### config.mk
export PLATFORM = sky130hd
export DESIGN_NAME = sdpram_fifo_ctrl
export DESIGN_NICKNAME = d
export VERILOG_FILES = /design/src/rtl/sdpram_fifo_pkg.sv /design/src/rtl/fifo_out_buf.sv /design/src/rtl/sdpram_fifo_ctrl.sv
export SDC_FILE = /design/constraint.sdc
export NUM_CORES = 1
export LEC_CHECK = 0
export BUFFER_PORTS_ARGS = -buffer_cell sky130_fd_sc_hd__buf_2
export CORE_UTILIZATION = 42
export DETAILED_ROUTE_END_ITERATION = 10
export GPL_TIMING_DRIVEN = 0
export PLACE_DENSITY = 0.83
export SETUP_SLACK_MARGIN = 0.15
export SYNTH_ARGS = -nofsm -noshare
export SYNTH_HDL_FRONTEND = slang
export SYNTH_SLANG_ARGS = --single-unit
### constraint.sdc
create_clock -name clk -period 2.42 [get_ports clk]
set_input_delay 0.363 -clock clk [delete_from_list [all_inputs] [get_ports clk]]
set_output_delay 0.363 -clock clk [all_outputs]
set_load 0.1 [all_outputs]
### src/rtl/sdpram_fifo_pkg.sv
// sdpram_fifo_pkg: shared constants and sizing helpers for the sdpram-backed
// FIFO controller and its output buffer.
//   OUT_DEPTH      entries in the prefetch/output buffer
//   fifo_capacity  total words held: RAM words plus output buffer
//   level_width    bit width of the level port for a given RAM address width
package sdpram_fifo_pkg;

  localparam int unsigned OUT_DEPTH = 2;

  function automatic int unsigned fifo_capacity(input int unsigned word_depth);
    return (32'd1 << word_depth) + OUT_DEPTH;
  endfunction

  // level must represent 0..2**word_depth + 2, hence two extra bits.
  function automatic int unsigned level_width(input int unsigned word_depth);
    return word_depth + 2;
  endfunction

endpackage

### src/rtl/fifo_out_buf.sv
// fifo_out_buf: 2-entry FIFO holding words prefetched from the sdpram.
//   clk, rst   clock, asynchronous active-high reset
//   i_push     write i_data at the tail (caller guarantees room)
//   i_data     word to store
//   i_pop      consumer takes the head; ignored while empty
//   o_valid    head entry is valid
//   o_data     head entry
//   o_count    number of stored entries (0..2)
module fifo_out_buf
  import sdpram_fifo_pkg::*;
#(
  parameter int unsigned DATA_WIDTH = 32
) (
  input  logic                  clk,
  input  logic                  rst,
  input  logic                  i_push,
  input  logic [DATA_WIDTH-1:0] i_data,
  input  logic                  i_pop,
  output logic                  o_valid,
  output logic [DATA_WIDTH-1:0] o_data,
  output logic [1:0]            o_count
);

  logic [DATA_WIDTH-1:0] r_mem [OUT_DEPTH];
  logic                  r_wr_idx;
  logic                  r_rd_idx;
  logic [1:0]            r_count;
  logic                  w_pop;

  assign w_pop = i_pop & (r_count != 2'd0);

  // Storage carries no reset; validity is tracked by r_count alone.
  always_ff @(posedge clk) begin
    if (i_push) r_mem[r_wr_idx] <= i_data;
  end

  always_ff @(posedge clk or posedge rst) begin
    if (rst) begin
      r_wr_idx <= 1'b0;
      r_rd_idx <= 1'b0;
      r_count  <= '0;
    end else begin
      if (i_push) r_wr_idx <= ~r_wr_idx;
      if (w_pop)  r_rd_idx <= ~r_rd_idx;
      r_count <= r_count + {1'b0, i_push} - {1'b0, w_pop};
    end
  end

  assign o_valid = (r_count != 2'd0);
  assign o_data  = r_mem[r_rd_idx];
  assign o_count = r_count;

endmodule

### src/rtl/sdpram_fifo_ctrl.sv
// sdpram_fifo_ctrl: ready/valid FIFO whose storage is an external simple
// dual-port RAM (write port A, 1-cycle-latency read port B). Words are
// prefetched into a 2-entry output buffer so both sides sustain 1 word/cycle.
//   clk, reset          clock, asynchronous active-high reset
//   s_valid/s_data      push request and word; s_ready = RAM not full
//   m_valid/m_data      head of the output buffer; m_ready pops it
//   ram_addra/dina/wea/ena  sdpram write port
//   ram_addrb/enb/doutb     sdpram read port (doutb valid cycle after enb)
//   level               words held: RAM + in-flight read + output buffer
module sdpram_fifo_ctrl
  import sdpram_fifo_pkg::*;
#(
  parameter int unsigned DATA_WIDTH = 32,
  parameter int unsigned WORD_DEPTH = 2
) (
  input  logic                                clk,
  input  logic                                reset,
  input  logic                                s_valid,
  input  logic [DATA_WIDTH-1:0]               s_data,
  output logic                                s_ready,
  output logic                                m_valid,
  output logic [DATA_WIDTH-1:0]               m_data,
  input  logic                                m_ready,
  output logic [WORD_DEPTH-1:0]               ram_addra,
  output logic [DATA_WIDTH-1:0]               ram_dina,
  output logic                                ram_wea,
  output logic                                ram_ena,
  output logic [WORD_DEPTH-1:0]               ram_addrb,
  output logic                                ram_enb,
  input  logic [DATA_WIDTH-1:0]               ram_doutb,
  output logic [level_width(WORD_DEPTH)-1:0]  level
);

  localparam logic [WORD_DEPTH:0] RAM_FULL = {1'b1, {WORD_DEPTH{1'b0}}};

  logic [WORD_DEPTH:0]   r_ram_count;
  logic [WORD_DEPTH-1:0] r_wr_ptr;
  logic [WORD_DEPTH-1:0] r_rd_ptr;
  logic                  r_rd_inflight;
  logic [1:0]            w_out_count;
  logic                  w_push;
  logic                  w_pop;
  logic                  w_read;
  logic [2:0]            w_occ;

  assign s_ready = (r_ram_count < RAM_FULL);
  assign w_push  = s_valid & s_ready & ~reset;
  assign w_pop   = m_valid & m_ready;

  // Issue a read only if the buffer slot it will land in is guaranteed free:
  // buffered + in-flight - popping-now must stay below the buffer depth.
  // Because r_ram_count is registered, a word written this cycle is never
  // read in the same cycle.
  assign w_occ  = {1'b0, w_out_count} + {2'b00, r_rd_inflight};
  assign w_read = ~reset && (r_ram_count != '0) && (w_occ < (3'd2 + {2'b00, w_pop}));

  always_ff @(posedge clk or posedge reset) begin
    if (reset) begin
      r_wr_ptr      <= '0;
      r_rd_ptr      <= '0;
      r_ram_count   <= '0;
      r_rd_inflight <= 1'b0;
    end else begin
      if (w_push) r_wr_ptr <= r_wr_ptr + 1'b1;
      if (w_read) r_rd_ptr <= r_rd_ptr + 1'b1;
      r_rd_inflight <= w_read;
      r_ram_count   <= r_ram_count + {{WORD_DEPTH{1'b0}}, w_push}
                                   - {{WORD_DEPTH{1'b0}}, w_read};
    end
  end

  assign ram_addra = r_wr_ptr;
  assign ram_dina  = s_data;
  assign ram_wea   = w_push;
  assign ram_ena   = w_push;
  assign ram_addrb = r_rd_ptr;
  assign ram_enb   = w_read;

  fifo_out_buf #(
    .DATA_WIDTH (DATA_WIDTH)
  ) u_out_buf (
    .clk     (clk),
    .rst     (reset),
    .i_push  (r_rd_inflight),
    .i_data  (ram_doutb),
    .i_pop   (w_pop),
    .o_valid (m_valid),
    .o_data  (m_data),
    .o_count (w_out_count)
  );

  assign level = {1'b0, r_ram_count}
               + {{(WORD_DEPTH+1){1'b0}}, r_rd_inflight}
               + {{WORD_DEPTH{1'b0}}, w_out_count};

endmodule

==> run summary <==
The die outline area came out at 0.00800 sq mm. The startpoint type of the worst setup path is a flop. In the routed design, unresolved DRC markers number 0. In the final routed layout, each cell accounts on average for 13.7 microns. The quantity of hold-fixing buffers added after cts came out at 0. The worst setup path category is flop to flop.

The post-layout minimum cycle time came out at 2300 ps. Among all cell types in the netlist, the one instantiated most often is edfxtp_1. The via count of the first global-routing pass was ~1800. The core region is 0.00733 sq mm. Counting distinct cell types in the post-synthesis netlist gives 20. The number of synthesized flops with an enable pin is 64. Setup repair after global routing could not meet its margin everywhere. In the synthesized netlist the dominant register cell turns out to be edfxtp_1. The number of buffers added by the clock tree synthesis step is 9. The synthesized flop and latch total came out at 76. The count of fill cells added during filler insertion is about 600. The via total after detailed routing came out at 1910.

The final cycle utilization of the critical path came out at between 90% and 100%. The post-synthesis async set-or-reset flop share is 15.8%. The largest fanout on the critical path came out at 3.

The layout overhead on the synthesized area came out at 32.2%. The worst setup path is captured at a flop. The number of nets produced by synthesis came out at 269. In the post-synthesis netlist, the biggest area contributors are edfxtp_1 60%, mux2_2 11%, dfrtp_1 9.3%.

The flow ran to the end, and the final reports show no timing, DRC or antenna violations. Averaged over all synthesized cells, the footprint is 16.8 sq um. Summed over all instances, the cell type with the most area after synthesis is edfxtp_1. The multi-input combinational cell area is ~770 sq um. The count of final hold-check violations was 0. TritonCTS built the clock tree. The clock skew is 7.82 ps. The clock transition at the register clock pins on the worst setup and hold paths after CTS is about 80 ps. The share of post-route cells with drive strength above 1 is 69.2%. Yosys printed 0 warnings. The initial antenna violation count came out at 0. The initial core utilization is 43.8%.

The layout net count is between 300 and 400. The max-slew violation total from the final report came out at 0. The number of buffer cells added on primary ports is 112. Summed over all layers, the routed wires come to 5.81 mm. The number of antenna diodes came out at 0.

In this run the core area contains 31 standard-cell rows. The worst-margin pin slew is just under 800 ps. The worst hold path belongs to the class primary input to asynchronous set/reset pin. Summing the sequential cell areas from Yosys gives between 60% and 70% of the chip area.

After detailed routing, no signal wire sits above met4. The level count of the clock H-tree came out at 3. The detailed router put a total of 2.25 mm of wire on met1. The detail-routed via count per cell came out at 4.50. The final number of setup-violating endpoints came out at 0.

The global route total overflow came out at 0. The clock tree buffer depth came out at 2. Global routing used 14.7% of the available tracks across all layers. The area share of the largest cell type after synthesis is 59.8%.

The startpoint identified for the worst register-to-register timing path is u_out_buf.o_count[0]$_DFF_PP0_. The slack of the worst reg-to-reg path is 120 ps. In the detailed route, the total length drawn on met2 is 3.17 mm. The maximum number of pins on one net before global-route repair is 33.

The detailed-routing iteration count for the pre-antenna-repair pass came out at 3. The area taken by flip-flops and latches is 0.00222 sq mm. The number of sinks driven by the clock tree came out at 76. Wire segments on met3 add up to 308 microns in the final route. The global-route wire length before repair came out at approximately 8.4 mm.

The worst path required time is 2650 ps. The die is 89.5 microns tall. Timing would allow up to 0.434 GHz. The worst slew margin relative to its limit is 48.7%. The violation count after the first detailed-route iteration is 45. During I/O placement, the number of pins put on the boundary was 145. Synthesis handed over a netlist of 191 instances. The endpoint arrival time on the critical path came out at 2530 ps.

The start point of the critical path is u_out_buf.o_count[0]$_DFF_PP0_. The die boundary width is 89.5 microns. The global placer's final weighted congestion came out at 0.701. The mapped cell area is 0.00321 sq mm. The root buffer cell is clkbuf_8.

Across the run, the number of max-cap violations was 0. The commonest cells after synthesis are 64 x edfxtp_1, 33 x buf_4, 32 x mux2_2. The latest clock arrival within the worst-skew pair came out at 340 ps. The final HPWL from detailed placement came out at 4.10 mm. The post-route worst hold slack is 53.6 ps. Measured on the finished design, the core utilization comes to 57.9%. The remaining antenna violation count came out at 0.
critical path, cell delays in order, from the launching register on:
cell     delay, ps
dfrtp_1        410
ha_2           210
ha_4           260
o21ai_2         50
and3_4         190
ha_4           220
inv_4           50
ha_4           110
inv_2           30
fa_2           370
xnor2_2        150
xnor2_1        130
registers in the layout (all words and copies together) (netlist names):
register,flops
u_out_buf.o_count,2
u_out_buf.r_wr_idx,1
ram_addra,2
r_rd_inflight,1
u_out_buf.r_rd_idx,1
ram_addrb,2
u_out_buf.r_mem,64
r_ram_count,3
repair_timing:
item,CTS,global route
buffers inserted,4,1
endpoints found under the setup margin,6,6
gates resized for setup,12,8
pin swaps,2,6
worst paths after layout:
| path | end | depth (start not counted) |
|---|---|---|
| max | r_ram_count[2]$_DFF_PP0_ | 11 |
| min | u_out_buf.o_count[1]$_DFF_PP0_ | 2 |
| max reg2reg | r_ram_count[2]$_DFF_PP0_ | 11 |
| min reg2reg | ram_addrb[1]$_DFFE_PP0P_ | 1 |
| max in group asynchronous | u_out_buf.o_count[1]$_DFF_PP0_ | 2 |
| min in group clk | u_out_buf.r_mem[0][25]$_DFFE_PP_ | 1 |
layout make-up:
type	instances	share of cell area (%)
timing repair buffer	118	15.2
sequential	76	52.4
multi-input combinational	66	18.1
clock buffer	9	2.92
tap	99	2.92
clock inverter	7	1.00
inverter	12	1.21
buffer	37	6.31
cell families after synthesis:
kind of cell | count (synthesis) | synth area share [%]
adders and majority gates | 10 | 4.60
DFF | 76 | 69.2
muxes | 32 | 11.2
AOI/OAI and AO/OA | 3 | 0.467
and+or+nand+nor | 10 | 1.79
buffers and inverters | 49 | 9.74
xor gates and xnor gates | 11 | 3.00
per-stage QoR:
stage | cells | area, sq um | TNS (ps) | worst slack, ps
floorplan | 191 | 3260 | -134 | -98.1
global placement | 402 | 3950 | 0 | 102
detailed placement | 403 | 3980 | 0 | 57.3
CTS | 423 | 4210 | 0 | 93.3
global route | 424 | 4250 | 0 | 53.7
finish | 424 | 4250 | 0 | 118
metal layers:
| metal | GRT usage, % | vias up |
|---|---|---|
| met1 | 16.1 | 922 |
| met3 | 3.79 | 8 |
| met4 | 7.79 | 0 |
| met5 | 0 | - |
| li1 | - | 902 |
| met2 | 26.1 | 78 |
placed cells by master, fill, tap and decap left out, types with 2 or more instances in the layout:
cell type   count
buf_2         113
clkbuf_8        9
ha_1            3
clkinvlp_4      4
inv_1           6
mux2_2         32
o21ai_2         2
nor2_4          2
buf_4          39
clkinv_1        3
fa_2            3
dfrtp_1        11
ha_4            3
buf_12          2
edfxtp_1       64
xnor2_1         6
xor2_1          3
inv_2           4
Power is not shown: default switching activity piles up to over one toggle a cycle in this logic, so the estimate is an artifact.
